File: src/rtl/prog_inv_delay_pkg.sv
// rtl/prog_inv_delay_pkg.sv - shared types, defaults and helpers for the programmable inverting delay line
//
// Holds the FSM state encoding, default sizing and the tap-select clamp helper
// used by prog_inv_delay_line and its stage register.

package prog_inv_delay_pkg;

    localparam int DEFAULT_WIDTH     = 8;
    localparam int DEFAULT_MAX_DEPTH = 8;

    typedef enum logic {
        RUN    = 1'b0,
        SETTLE = 1'b1
    } state_t;

    // Saturate a requested delay to the deepest implemented stage.
    // The caller truncates the result to its own SEL_W width.
    function automatic int unsigned clamp_sel(input int unsigned sel, input int unsigned max_depth);
        return (sel > max_depth) ? max_depth : sel;
    endfunction

endpackage

File: src/rtl/inv_reg_stage.sv
// rtl/inv_reg_stage.sv - one optionally-inverting data/valid register stage of the delay line
//
// Ports:
//   i_clk     rising-edge clock
//   i_rst     synchronous active-high reset (clears data and valid)
//   i_en      advance enable; 0 holds data and valid
//   i_flush   clears valid only, data untouched; wins over i_en
//   i_inv     1 = stored data is the inverse of i_d
//   i_d       data from the previous stage (or din for stage 1)
//   i_d_vld   valid from the previous stage
//   o_q       registered data
//   o_q_vld   registered valid

module inv_reg_stage
    import prog_inv_delay_pkg::*;
#(
    parameter int WIDTH = DEFAULT_WIDTH
) (
    input  logic             i_clk,
    input  logic             i_rst,
    input  logic             i_en,
    input  logic             i_flush,
    input  logic             i_inv,
    input  logic [WIDTH-1:0] i_d,
    input  logic             i_d_vld,
    output logic [WIDTH-1:0] o_q,
    output logic             o_q_vld
);

    logic [WIDTH-1:0] r_q;
    logic             r_q_vld;

    always_ff @(posedge i_clk) begin
        if (i_rst) begin
            r_q     <= '0;
            r_q_vld <= 1'b0;
        end else if (i_flush) begin
            // Reconfiguration drops everything in flight; nothing shifts at this edge.
            r_q_vld <= 1'b0;
        end else if (i_en) begin
            r_q     <= i_d ^ {WIDTH{i_inv}};
            r_q_vld <= i_d_vld;
        end
    end

    assign o_q     = r_q;
    assign o_q_vld = r_q_vld;

endmodule

File: src/rtl/prog_inv_delay_line.sv
// rtl/prog_inv_delay_line.sv - run-time programmable, optionally inverting registered delay line
//
// Ports:
//   i_clk        rising-edge clock
//   i_rst        synchronous active-high reset
//   i_en         advance enable; 0 holds stages, valids and settle counter
//   i_din        data in
//   i_din_vld    i_din qualifier
//   i_dly_sel    requested delay in enabled cycles, clamped to MAX_DEPTH
//   i_inv_mode   1 = every stage inverts its data
//   o_dout       tapped data, 0 whenever o_dout_vld is 0
//   o_dout_vld   o_dout qualifier
//   o_cfg_busy   high while the pipeline refills after a configuration change

module prog_inv_delay_line
    import prog_inv_delay_pkg::*;
#(
    parameter  int WIDTH     = DEFAULT_WIDTH,
    parameter  int MAX_DEPTH = DEFAULT_MAX_DEPTH,
    localparam int SEL_W     = $clog2(MAX_DEPTH + 1)
) (
    input  logic             i_clk,
    input  logic             i_rst,
    input  logic             i_en,
    input  logic [WIDTH-1:0] i_din,
    input  logic             i_din_vld,
    input  logic [SEL_W-1:0] i_dly_sel,
    input  logic             i_inv_mode,
    output logic [WIDTH-1:0] o_dout,
    output logic             o_dout_vld,
    output logic             o_cfg_busy
);

    logic [SEL_W-1:0] r_dly_q;
    logic             r_inv_q;
    state_t           r_state;
    logic [SEL_W-1:0] r_cnt;

    logic [SEL_W-1:0] w_sel_clamped;
    logic             w_cfg_change;
    state_t           w_state_nxt;
    logic [SEL_W-1:0] w_cnt_nxt;
    logic [WIDTH-1:0] w_tap;
    logic             w_tap_vld;
    logic             w_out_vld;

    // Index 0 is the live input, so a delay of 0 is a plain combinational bypass
    // through the same tap mux that selects the registered stages.
    logic [WIDTH-1:0] w_stage_q   [0:MAX_DEPTH];
    logic             w_stage_vld [0:MAX_DEPTH];

    assign w_sel_clamped = SEL_W'(clamp_sel(32'(i_dly_sel), 32'(MAX_DEPTH)));
    assign w_cfg_change  = (w_sel_clamped != r_dly_q) || (i_inv_mode != r_inv_q);

    assign w_stage_q[0]   = i_din;
    assign w_stage_vld[0] = i_din_vld;

    for (genvar g = 1; g <= MAX_DEPTH; g++) begin : g_stage
        inv_reg_stage #(
            .WIDTH (WIDTH)
        ) u_stage (
            .i_clk   (i_clk),
            .i_rst   (i_rst),
            .i_en    (i_en),
            .i_flush (w_cfg_change),
            .i_inv   (r_inv_q),
            .i_d     (w_stage_q[g-1]),
            .i_d_vld (w_stage_vld[g-1]),
            .o_q     (w_stage_q[g]),
            .o_q_vld (w_stage_vld[g])
        );
    end

    always_comb begin
        w_tap     = w_stage_q[r_dly_q];
        w_tap_vld = w_stage_vld[r_dly_q];
    end

    // Keep the outputs quiet for the whole reset pulse so the bypass path
    // cannot leak din while reset is held.
    assign w_out_vld  = w_tap_vld & ~i_rst;
    assign o_dout_vld = w_out_vld;
    assign o_dout     = w_out_vld ? w_tap : '0;
    assign o_cfg_busy = (r_state == SETTLE);

    // Config is sampled every edge, independent of i_en, so a change is seen
    // (and flushes) even while the pipeline is stalled.
    always_ff @(posedge i_clk) begin
        if (i_rst) begin
            r_dly_q <= '0;
            r_inv_q <= 1'b0;
            r_state <= RUN;
            r_cnt   <= '0;
        end else begin
            r_dly_q <= w_sel_clamped;
            r_inv_q <= i_inv_mode;
            r_state <= w_state_nxt;
            r_cnt   <= w_cnt_nxt;
        end
    end

    always_comb begin
        w_state_nxt = r_state;
        w_cnt_nxt   = r_cnt;
        if (w_cfg_change) begin
            // Any change restarts the refill count against the new depth.
            w_cnt_nxt   = '0;
            w_state_nxt = (w_sel_clamped != '0) ? SETTLE : RUN;
        end else if ((r_state == SETTLE) && i_en) begin
            if (r_cnt == (r_dly_q - SEL_W'(1))) begin
                w_state_nxt = RUN;
                w_cnt_nxt   = '0;
            end else begin
                w_cnt_nxt = r_cnt + SEL_W'(1);
            end
        end
    end

endmodule

File: config.mk
export PLATFORM = sky130hd
export DESIGN_NAME = prog_inv_delay_line
export DESIGN_NICKNAME = d
export VERILOG_FILES = /design/src/rtl/prog_inv_delay_pkg.sv /design/src/rtl/inv_reg_stage.sv /design/src/rtl/prog_inv_delay_line.sv
export SDC_FILE = /design/constraint.sdc
export NUM_CORES = 1
export LEC_CHECK = 0
export BUFFER_PORTS_ARGS = -buffer_cell sky130_fd_sc_hd__buf_2
export CORE_ASPECT_RATIO = 1.75
export CORE_UTILIZATION = 50
export DETAILED_ROUTE_END_ITERATION = 8
export PLACE_DENSITY_LB_ADDON = 0.05
export SLEW_MARGIN = 20
export SYNTH_ARGS = -nofsm -noshare
export SYNTH_HDL_FRONTEND = slang
export SYNTH_SLANG_ARGS = --single-unit
export TNS_END_PERCENT = 100
File: constraint.sdc
create_clock -name i_clk -period 2.35 [get_ports i_clk]
set_input_delay 0 -clock i_clk [delete_from_list [all_inputs] [get_ports i_clk]]
set_output_delay 0 -clock i_clk [all_outputs]
set_load 0.05 [all_outputs]
* Yosys cells after proc, flatten, opt, wreduce, memory -nomap -nowiden
Cells that the tools add are included.
** Storage, ports and cells
- Register bits :: 82
- Input bits :: 17
- Output and inout bits :: 10
- Word-level logic and storage cells :: 60
** Cells by class
- Add/subtract/negate cells :: 2
- Order comparisons :: 2
- Equality and inequality tests :: 3
- Multiplexer cells :: 13
- Bitwise logic cells :: 12
- Reductions and logical operators :: 8
** Operators with widths (count)
- 8-bit bitwise XOR :: 8
- 8-bit binary-select mux with 4-bit select :: 1
- 8-bit two-way mux :: 3
- 4-bit two-way mux :: 2
- 1-bit two-way mux :: 6
- 5-bit >= comparator (second input constant) :: 1
- 4-bit NOT with 5-bit output :: 1
- 4-bit by 1-bit adder with 4-bit output (second input constant) :: 1
- 1-bit binary-select mux with 4-bit select :: 1
- 4-bit equality test :: 1
- 4-bit greater-than comparator (second input constant) :: 1
- 4-bit != test :: 1
- 2-bit AND reduction :: 2
- 2-bit nonzero test :: 2
- 4-bit nonzero test :: 1
- 4-bit by 1-bit subtractor with 4-bit output (second input constant) :: 1
- 1-bit NOT :: 2
- 2-bit OR reduction :: 1
- 1-bit bitwise AND :: 1
- 1-bit logical AND :: 1
- 1-bit logical OR :: 1
- 1-bit != test :: 1

* Logic depth before layout (Yosys ltp)
Gate-level depths: netlist of run 1.
- Depth in word-level cells :: 6
- Mapped depth :: 9
- Gate-level depth less buffers :: 7

* Cells and area by module
A second synthesis of run 1 with hierarchy kept.
** Unflattened totals
- Cell total of the unflattened synthesis :: 433
- Area total of the unflattened synthesis :: 4713.3 um2
** By module, submodules not included
- inv_reg_stage :: times used 8, cells an instance 40, area an instance 436.7 um2, seq. area each 180.2 um2
- prog_inv_delay_line :: times used 1, cells an instance 113, area an instance 1219.9 um2, seq. area each 200.2 um2

* Least setup slack after synthesis of run 1
Ideal clock, no wire load.
- Path type :: register -> output
- Start point :: register r_dly_q[0]
- End point :: output port o_dout[0]
- Arrival :: 2.622 ns
- Required time :: 2.350 ns
- Path slack :: -0.272 ns
- Cell stages (with the launch flop) :: 6
- Path buffers :: 1
- Cell sequence :: dfxtp_1 -> buf_2 -> nor4b_2 -> nand2_1 -> a21oi_1 -> and2_1
** On the way
- Word-level cells in the longest chain between the ends :: 6
- Elaborated cells on any way between the ends :: 9
- Those cells by class :: mux: 7; bitwise: 2
** RTL lines
- from (decl) :: line prog_inv_delay_line.sv:34 : logic [SEL_W-1:0] r_dly_q;
- from (signal assigned) :: line prog_inv_delay_line.sv:95 : r_dly_q <= w_sel_clamped;
- 4-bit NOT with 5-bit output (implied by the code) :: line prog_inv_delay_line.sv:76 : w_tap_vld = w_stage_vld[r_dly_q];
- 1-bit binary-select mux with 4-bit select :: line prog_inv_delay_line.sv:76
- 1-bit two-way mux (implied by the code) (2 in a row) :: line prog_inv_delay_line.sv:76
- 1-bit bitwise AND :: line prog_inv_delay_line.sv:81 : assign w_out_vld = w_tap_vld & ~i_rst;
- net o_dout_vld :: line prog_inv_delay_line.sv:30 : output logic o_dout_vld,
- 8-bit two-way mux :: line prog_inv_delay_line.sv:83 : assign o_dout = w_out_vld ? w_tap : '0;
- to (decl) :: line prog_inv_delay_line.sv:29 : output logic [WIDTH-1:0] o_dout,
The timed path passes the listed nets, and every way through them passes these cells. The select of a mux whose other input is x is not followed.

* Worst setup path after layout of run 1
- Start point :: register r_dly_q[0]
- End point :: output port o_dout[0]
** On the way
- Word-level cells in the longest chain between the ends :: 6
- Elaborated cells on any way between the ends :: 9
- Those cells by class :: mux: 7; bitwise: 2
** RTL lines (line)
- 4-bit NOT with 5-bit output (implied by the code) * :: prog_inv_delay_line.sv:75, prog_inv_delay_line.sv:76
- 1-bit binary-select mux with 4-bit select :: prog_inv_delay_line.sv:76
- 1-bit two-way mux (implied by the code) (2 in a row) :: prog_inv_delay_line.sv:76
- 1-bit bitwise AND :: prog_inv_delay_line.sv:81
- 8-bit two-way mux * :: prog_inv_delay_line.sv:83
Mark *: on every way between the ends. The rest lies on a longest branch, timed or not. The select of a mux whose other input is x is not followed.

==> results of run 1 <==
cells in the final DEF (no fill, tap or decap), types with 10 or more instances in the layout:
| master | synthesis | routed |
|---|---|---|
| xnor2_1 | 70 | 70 |
| mux4_2 | 17 | 17 |
| buf_2 | 8 | 25 |
| a211oi_2 | 56 | 56 |
| dlygate4sd3_1 | 0 | 14 |
| mux2i_1 | 18 | 18 |
| and2_1 | 11 | 11 |
| buf_4 | 7 | 17 |
| nand2_1 | 12 | 12 |
| a211oi_1 | 10 | 10 |
| nor2_1 | 79 | 79 |
| dfxtp_1 | 82 | 80 |
worst reg2reg max path, cell delays in order, from the launching register on:
cell and delay (ns):
dfxtp_1 0.47, nor4b_2 0.28, a32oi_2 0.12, a2111oi_4 0.38, buf_12 0.27, buf_12 0.23, nor2_1 0.09, a211oi_2 0.20
cell usage after synthesis, types with 8 or more instances:
library cell,n
a211oi_1,10
nor2_1,79
xnor2_1,70
clkbuf_1,18
and2_1,11
a211oi_2,56
o21ai_0,8
mux2i_1,18
dfxtp_1,82
mux4_2,17
nand2_1,12
buf_2,8
metal layers:
layer | wire [um] | GRT usage [%] | up-vias
li1 | - | - | 1604
met1 | 4260 | 26.9 | 1570
met2 | 4630 | 35.1 | 43
met3 | 245 | 4.86 | 15
met4 | 214 | 9.50 | 0
met5 | 0 | 0 | -
power groups by stage:
stage	logic [mW]	clock network [mW]	registers (mW)
2_1_floorplan	0.366	0	1.50
3_3_place_gp	0.454	0	1.50
3_5_place_dp	0.460	0	1.50
4_1_cts	0.481	1.37	1.47
5_1_grt	0.523	1.43	1.48
6_report	0.480	1.33	1.47
final timing paths:
check,start,endpoint,slack [ns]
hold reg to reg,g_stage[8].u_stage.o_q_vld$_SDFFE_PP0P_,g_stage[8].u_stage.o_q_vld$_SDFFE_PP0P_,0.51
setup reg to reg,r_dly_q[1]$_SDFF_PP0_,g_stage[6].u_stage.o_q[5]$_SDFFE_PP0P_,0.23
setup / recovery,r_dly_q[0]$_SDFF_PP0_,o_dout[0],0.14
hold / removal,i_en,r_cnt[1]$_SDFFE_PP0P_,0.09
cell families after synthesis:
logic type,count (synthesis),share of synthesized area (%)
AO/OA/AOI/OAI,85,20.3
XOR/XNOR,75,14.4
adder cells (fa/ha/maj),2,0.549
buffers and inverters,43,5.32
flip-flops,82,36.0
multiplexers,35,12.3
AND/OR/NAND/NOR,115,11.1
final cells by class:
type	count	area [um^2]
tap	117	146
timing repair buffer	62	513
clock inverter	2	10.0
inverter	3	11.3
sequential	82	1650
multi-input combinational	312	2680
clock buffer	14	274
fill	788	3500
state kept, by name, summed over array words and instances (netlist names):
signal,cells
r_cnt,4
r_inv_q,1
g_stage.u_stage.o_q_vld,8
r_dly_q,4
o_cfg_busy,1
g_stage.u_stage.o_q,64
stage by stage:
stage          total power [mW]  hold WS [ns]  setup slack (ns)
2_1_floorplan              1.86         0.122             0.102
3_3_place_gp               1.96         0.266             0.248
3_5_place_dp               1.96         0.259             0.234
4_1_cts                    3.32        0.0776           0.00939
5_1_grt                    3.43         0.102            0.0713
6_report                   3.28        0.0945             0.135
what timing repair did:
| item | CTS | global route |
|---|---|---|
| setup endpoints to repair | 8 | 8 |
| resized for setup | 1 | 0 |
| endpoints found under the hold margin | 14 | 0 |
| hold buffers | 14 | 0 |
| setup buffers | 0 | 3 |
==> flow_metrics.py, run 1 <==
metrics = {
    "clocking": {
        "root_buffer": "clkbuf_16",
        "cts_max_path_buffers": 2,
        "cts_tree": "built",
        "htree_levels": 3,
        "numCtsBuffers": 9,
        "clk_pin_slew_worst_paths_ns": 0.06,
        "clk_latency_ns": 0.33,
        "cts.sinks": 82,
    },
    "sta": {
        "post-route-period-util_pct": 94.2,
        "drv_slew": 0,
        "max_clock_freq_ghz": 0.452,
        "rsz0062_at_grt": "no",
        "tightest_slew_ns": 1.05,
        "relSlewSlack_pct": 30.0,
        "skew_ns": 0.00423,
        "fin_tns_setup_ns": 0,
        "hold_viol": 0,
        "post-route-min-period_ns": 2.21,
        "setup_violations": 0,
    },
    "placed_design": {
        "place_area_um2": 4820,
        "io_buffers": 26,
        "post-dp-hpwl_mm": 6.05,
        "gp_congestion": 0.741,
        "placed_cells": 559,
    },
    "worst_hold_path": {
        "worstHoldPathType": "in -> reg",
        "hold_depth": 3,
    },
    "drt": {
        "postRouteWirelength_mm": 9.35,
        "drt_first_pass_iters": 4,
        "viasPerCell": 5.46,
        "ant_nets": 0,
        "post_drt_wl_per_cell_um": 15.8,
        "drc_errors": 0,
        "vias": 3232,
        "drt_iter0_drc": 106,
    },
    "worst_setup_path": {
        "endpoint_kind": "output port",
        "start_kind": "register",
        "r2r_cells": 7,
        "crit_buf_inv": 3,
        "path_depth": 7,
        "critPathArrivalTime_ns": 2.21,
        "path_cells": "buf_12 > mux4_2 > o211ai_1 > a21oi_2 > buf_4 > and2_1 > buf_2",
        "crit_path_top_delay_cell": "mux4_2",
        "critical-path-max-stage-delay_ns": 0.49,
        "crit_fanout": 5,
        "crit_family": "buffers and inverters",
        "criticalPathCategory": "reg -> out",
        "critPathRequiredTime_ns": 2.35,
    },
    "global_route": {
        "grt_overflow": 0,
        "grt_pass1_wl_mm": 15.5,
        "antenna_found_initial": 0,
        "grt_pass1_vias": 3199,
        "grt_max_degree": 65,
        "track_usage_pct": 21.6,
    },
    "yosys": {
        "synth_warnings": 0,
        "synth_edf_count": 0,
        "yosysTopAreaCell": "dfxtp_1",
        "async_reset_ff_share_pct": 0,
        "yosysSeqAreaShare_pct": 36.0,
        "yosys.area.top_type_share_pct": 36.0,
        "ys_seq_elements": 82,
        "synth_cells": 437,
        "synth_top_flop_cell": "dfxtp_1",
        "ys_types": 33,
        "syn-cell-area_um2": 4560,
        "syn_nets": 456,
        "synthTopCellsByArea": "dfxtp_1, a211oi_2, xnor2_1",
        "synth.avg_cell_area_um2": 10.4,
    },
    "layout": {
        "finalNetCount": 489,
        "num_antenna_cells": 0,
        "fin_util_pct": 60.1,
        "layoutNonFillerInstCount": 592,
        "design_area_um2": 5280,
        "syn_to_final_growth_pct": 15.8,
        "drive_above_1_share_pct": 29.9,
    },
    "power_and_ir_drop": {
        "p_sw_mw": 0.830,
        "p_leak_nw": 1.68,
        "switching_share_pct": 25.3,
        "peakVddDrop_mv": 0.405,
        "pwr-share-seq_pct": 44.9,
        "p_comb_share_pct": 14.6,
        "p_clk_share_pct": 40.4,
        "internal_power_mw": 2.45,
        "cellPowerDensity_nw_per_um2": 621,
    },
    "outcome": {
        "status": "finished, final reports clean",
    },
    "floorplanning": {
        "dieWidth_um": 74.2,
        "ios": 27,
        "rows": 45,
        "core_area_um2": 8780,
        "design.die.area_um2": 9520,
        "initial_utilization_pct": 51.9,
        "die_h_um": 128,
    },
    "job": {
        "cap_violations": 0,
    },
}
No activity file was read; power rests on OpenSTA's default activity.
==> run 2: changes to the inputs <==
--- a/config.mk
+++ b/config.mk
@@ -7,7 +7,7 @@
 export LEC_CHECK = 0
 export BUFFER_PORTS_ARGS = -buffer_cell sky130_fd_sc_hd__buf_2
 export CORE_ASPECT_RATIO = 1.75
-export CORE_UTILIZATION = 50
+export CORE_UTILIZATION = 55
 export DETAILED_ROUTE_END_ITERATION = 8
 export PLACE_DENSITY_LB_ADDON = 0.05
 export SLEW_MARGIN = 20
==> run 2 against run 1 <==
Effect of this change: the flow now finishes with violations (DRC); cell count is 6.1% lower; combinational power shrank 2%; worst setup slack worse by 0.044 ns; clock skew up 0.0032 ns; largest power group unchanged; core utilization grew 4.9 points; total power rose by 2.5%; routed wire length fell by 3.8%; critical endpoint is now o_dout[5]; design area down 2.0%; highest routed layer unchanged; die area down 8.9%.
==> flow_metrics.py, run 2 (synthesized netlist as in run 1, its figures left out) <==
metrics = {
    "outcome": {
        "status": "finished, violations left",
        "violations": "DRC",
    },
    "drt": {
        "vias": 3174,
        "viasPerCell": 5.71,
        "drt_first_pass_iters": 8,
        "drt_iter0_drc": 229,
        "postRouteWirelength_mm": 8.99,
        "ant_nets": 0,
        "post_drt_wl_per_cell_um": 16.2,
        "drc_errors": 4,
    },
    "power_and_ir_drop": {
        "p_leak_nw": 1.64,
        "fin_total_pwr_mw": 3.36,
        "cellPowerDensity_nw_per_um2": 649,
        "peakVddDrop_mv": 0.404,
    },
    "clocking": {
        "cts_tree": "built",
        "cts_max_path_buffers": 2,
        "cts.sinks": 82,
        "cts_setup_buffers": 0,
        "clk_latency_ns": 0.34,
        "numCtsBuffers": 9,
        "root_buffer": "clkbuf_16",
        "htree_levels": 3,
        "clk_pin_slew_worst_paths_ns": 0.06,
    },
    "worst_setup_path": {
        "critPathLaunch": "r_dly_q[0]$_SDFF_PP0_",
        "crit_end": "o_dout[5]",
        "crit_fanout": 9,
        "start_kind": "register",
        "r2r-start": "r_dly_q[0]$_SDFF_PP0_",
        "critPathRequiredTime_ns": 2.35,
        "critPathArrivalTime_ns": 2.26,
        "r2r_end": "g_stage[4].u_stage.o_q[2]$_SDFFE_PP0P_",
        "r2r_cells": 7,
        "criticalPathCategory": "reg -> out",
        "rrSetupSlack_ns": 0.31,
        "endpoint_kind": "output port",
    },
    "sta": {
        "max_clock_freq_ghz": 0.443,
        "setup_violations": 0,
        "hold_viol": 0,
        "relSlewSlack_pct": 30.9,
        "rsz0062_at_grt": "no",
        "tightest_slew_ns": 1.04,
        "skew_ns": 0.00744,
        "post-route-min-period_ns": 2.26,
        "drv_slew": 0,
        "post-route-period-util_pct": 96.1,
        "fin_tns_setup_ns": 0,
        "final.setup.worst_slack_ns": 0.0916,
    },
    "floorplanning": {
        "die_h_um": 122,
        "rows": 43,
        "core_area_um2": 7960,
        "initial_utilization_pct": 57.3,
        "ios": 27,
        "design.die.area_um2": 8670,
        "dieWidth_um": 70.8,
    },
    "worst_hold_path": {
        "hold_path_startpoint": "i_dly_sel[3]",
        "worstHoldPathType": "in -> reg",
    },
    "global_route": {
        "antenna_found_initial": 0,
        "grt_pass1_wl_mm": 15.2,
        "track_usage_pct": 22.6,
        "grt_pass1_vias": 3147,
        "grt_overflow": 0,
        "grt_max_degree": 65,
    },
    "layout": {
        "fin_util_pct": 65.0,
        "fillers": 674,
        "final_common_cell": "dfxtp_1",
        "largest_register_ff_count": 64,
        "design_area_um2": 5180,
        "syn_to_final_growth_pct": 13.5,
        "finalNetCount": 480,
        "layout_common_cells": "dfxtp_1, nor2_1, xnor2_1, a211oi_2, buf_2",
        "drive_above_1_share_pct": 29.8,
        "num_antenna_cells": 0,
    },
    "placed_design": {
        "gp_congestion": 0.781,
        "post-dp-hpwl_mm": 5.86,
        "place_ws_ns": 0.300,
        "io_buffers": 26,
        "place_area_um2": 4760,
    },
    "job": {
        "cap_violations": 0,
    },
}
==> run 2: cell types whose count changed in the layout (fill, tap and decap cells not counted), sizes merged <==
cell	change
clkinvlp	+2
inv	+1
bufinv	+1
buf	-5
dlygate4sd3	-4
clkbuf	-4
==> run 2: per-stage QoR <==
step           hold slack (ns)  cells
2_1_floorplan            0.122    437
3_3_place_gp             0.260    530
3_5_place_dp             0.249    530
4_1_cts              0.0000402    556
5_1_grt                 0.0139    556
6_report               0.00632    556
==> run 2: area by class of cell <==
type	count	area, um^2	share of cell area (%)
multi-input cells	312	2690	51.9
flip-flops and latches	82	1650	31.8
repair buffers	53	414	8.00
clock buffers	10	239	4.62
well taps	90	113	2.18
clock inverters	6	65.1	1.26
inverters	3	11.3	0.218
==> run 2: routing by layer <==
metal  GRT usage [%]  vias to the layer above  wire length, um
met5               0                        -                0
met4            10.6                        0              152
met3            3.94                       10              216
met2            37.7                       36             4500
met1            28.3                     1541             4130
li1                -                     1587                -
==> run 2: critical path: stages, from the launching register on <==
cell      delay (ns)
dfxtp_2         0.39
buf_4           0.19
mux4_2          0.51
o211ai_1        0.28
a21oi_4         0.15
and2_1          0.20
buf_2           0.21
==> run 2: worst min-delay path by stage <==
| stage | to | slack (ns) | cells past startpoint |
|---|---|---|---|
| 3_5_place_dp | r_inv_q$_SDFF_PP0_ | 0.25 | 2 |
| 5_1_grt | r_dly_q[3]$_SDFF_PP0_ | 0.01 | 2 |
| 6_report | r_dly_q[3]$_SDFF_PP0_ | 0.006 | 2 |
| 4_1_cts | r_dly_q[3]$_SDFF_PP0_ | 0.00004 | 2 |
| 3_3_place_gp | r_inv_q$_SDFF_PP0_ | 0.26 | 2 |
| 2_1_floorplan | r_dly_q[0]$_SDFF_PP0_ | 0.12 | 1 |
==> run 2: where the power goes <==
| part | internal (mW) | switching, mW | total [mW] |
|---|---|---|---|
| combinational | 0.207 | 0.262 | 0.469 |
| sequential | 1.43 | 0.0384 | 1.47 |
| clock | 0.852 | 0.569 | 1.42 |
| total | 2.49 | 0.870 | 3.36 |
==> run 2: repair_timing <==
item,CTS,global route
gates resized for setup,0,3
setup endpoints to repair,0,5
endpoints found under the hold margin,10,0
hold buffers,10,0
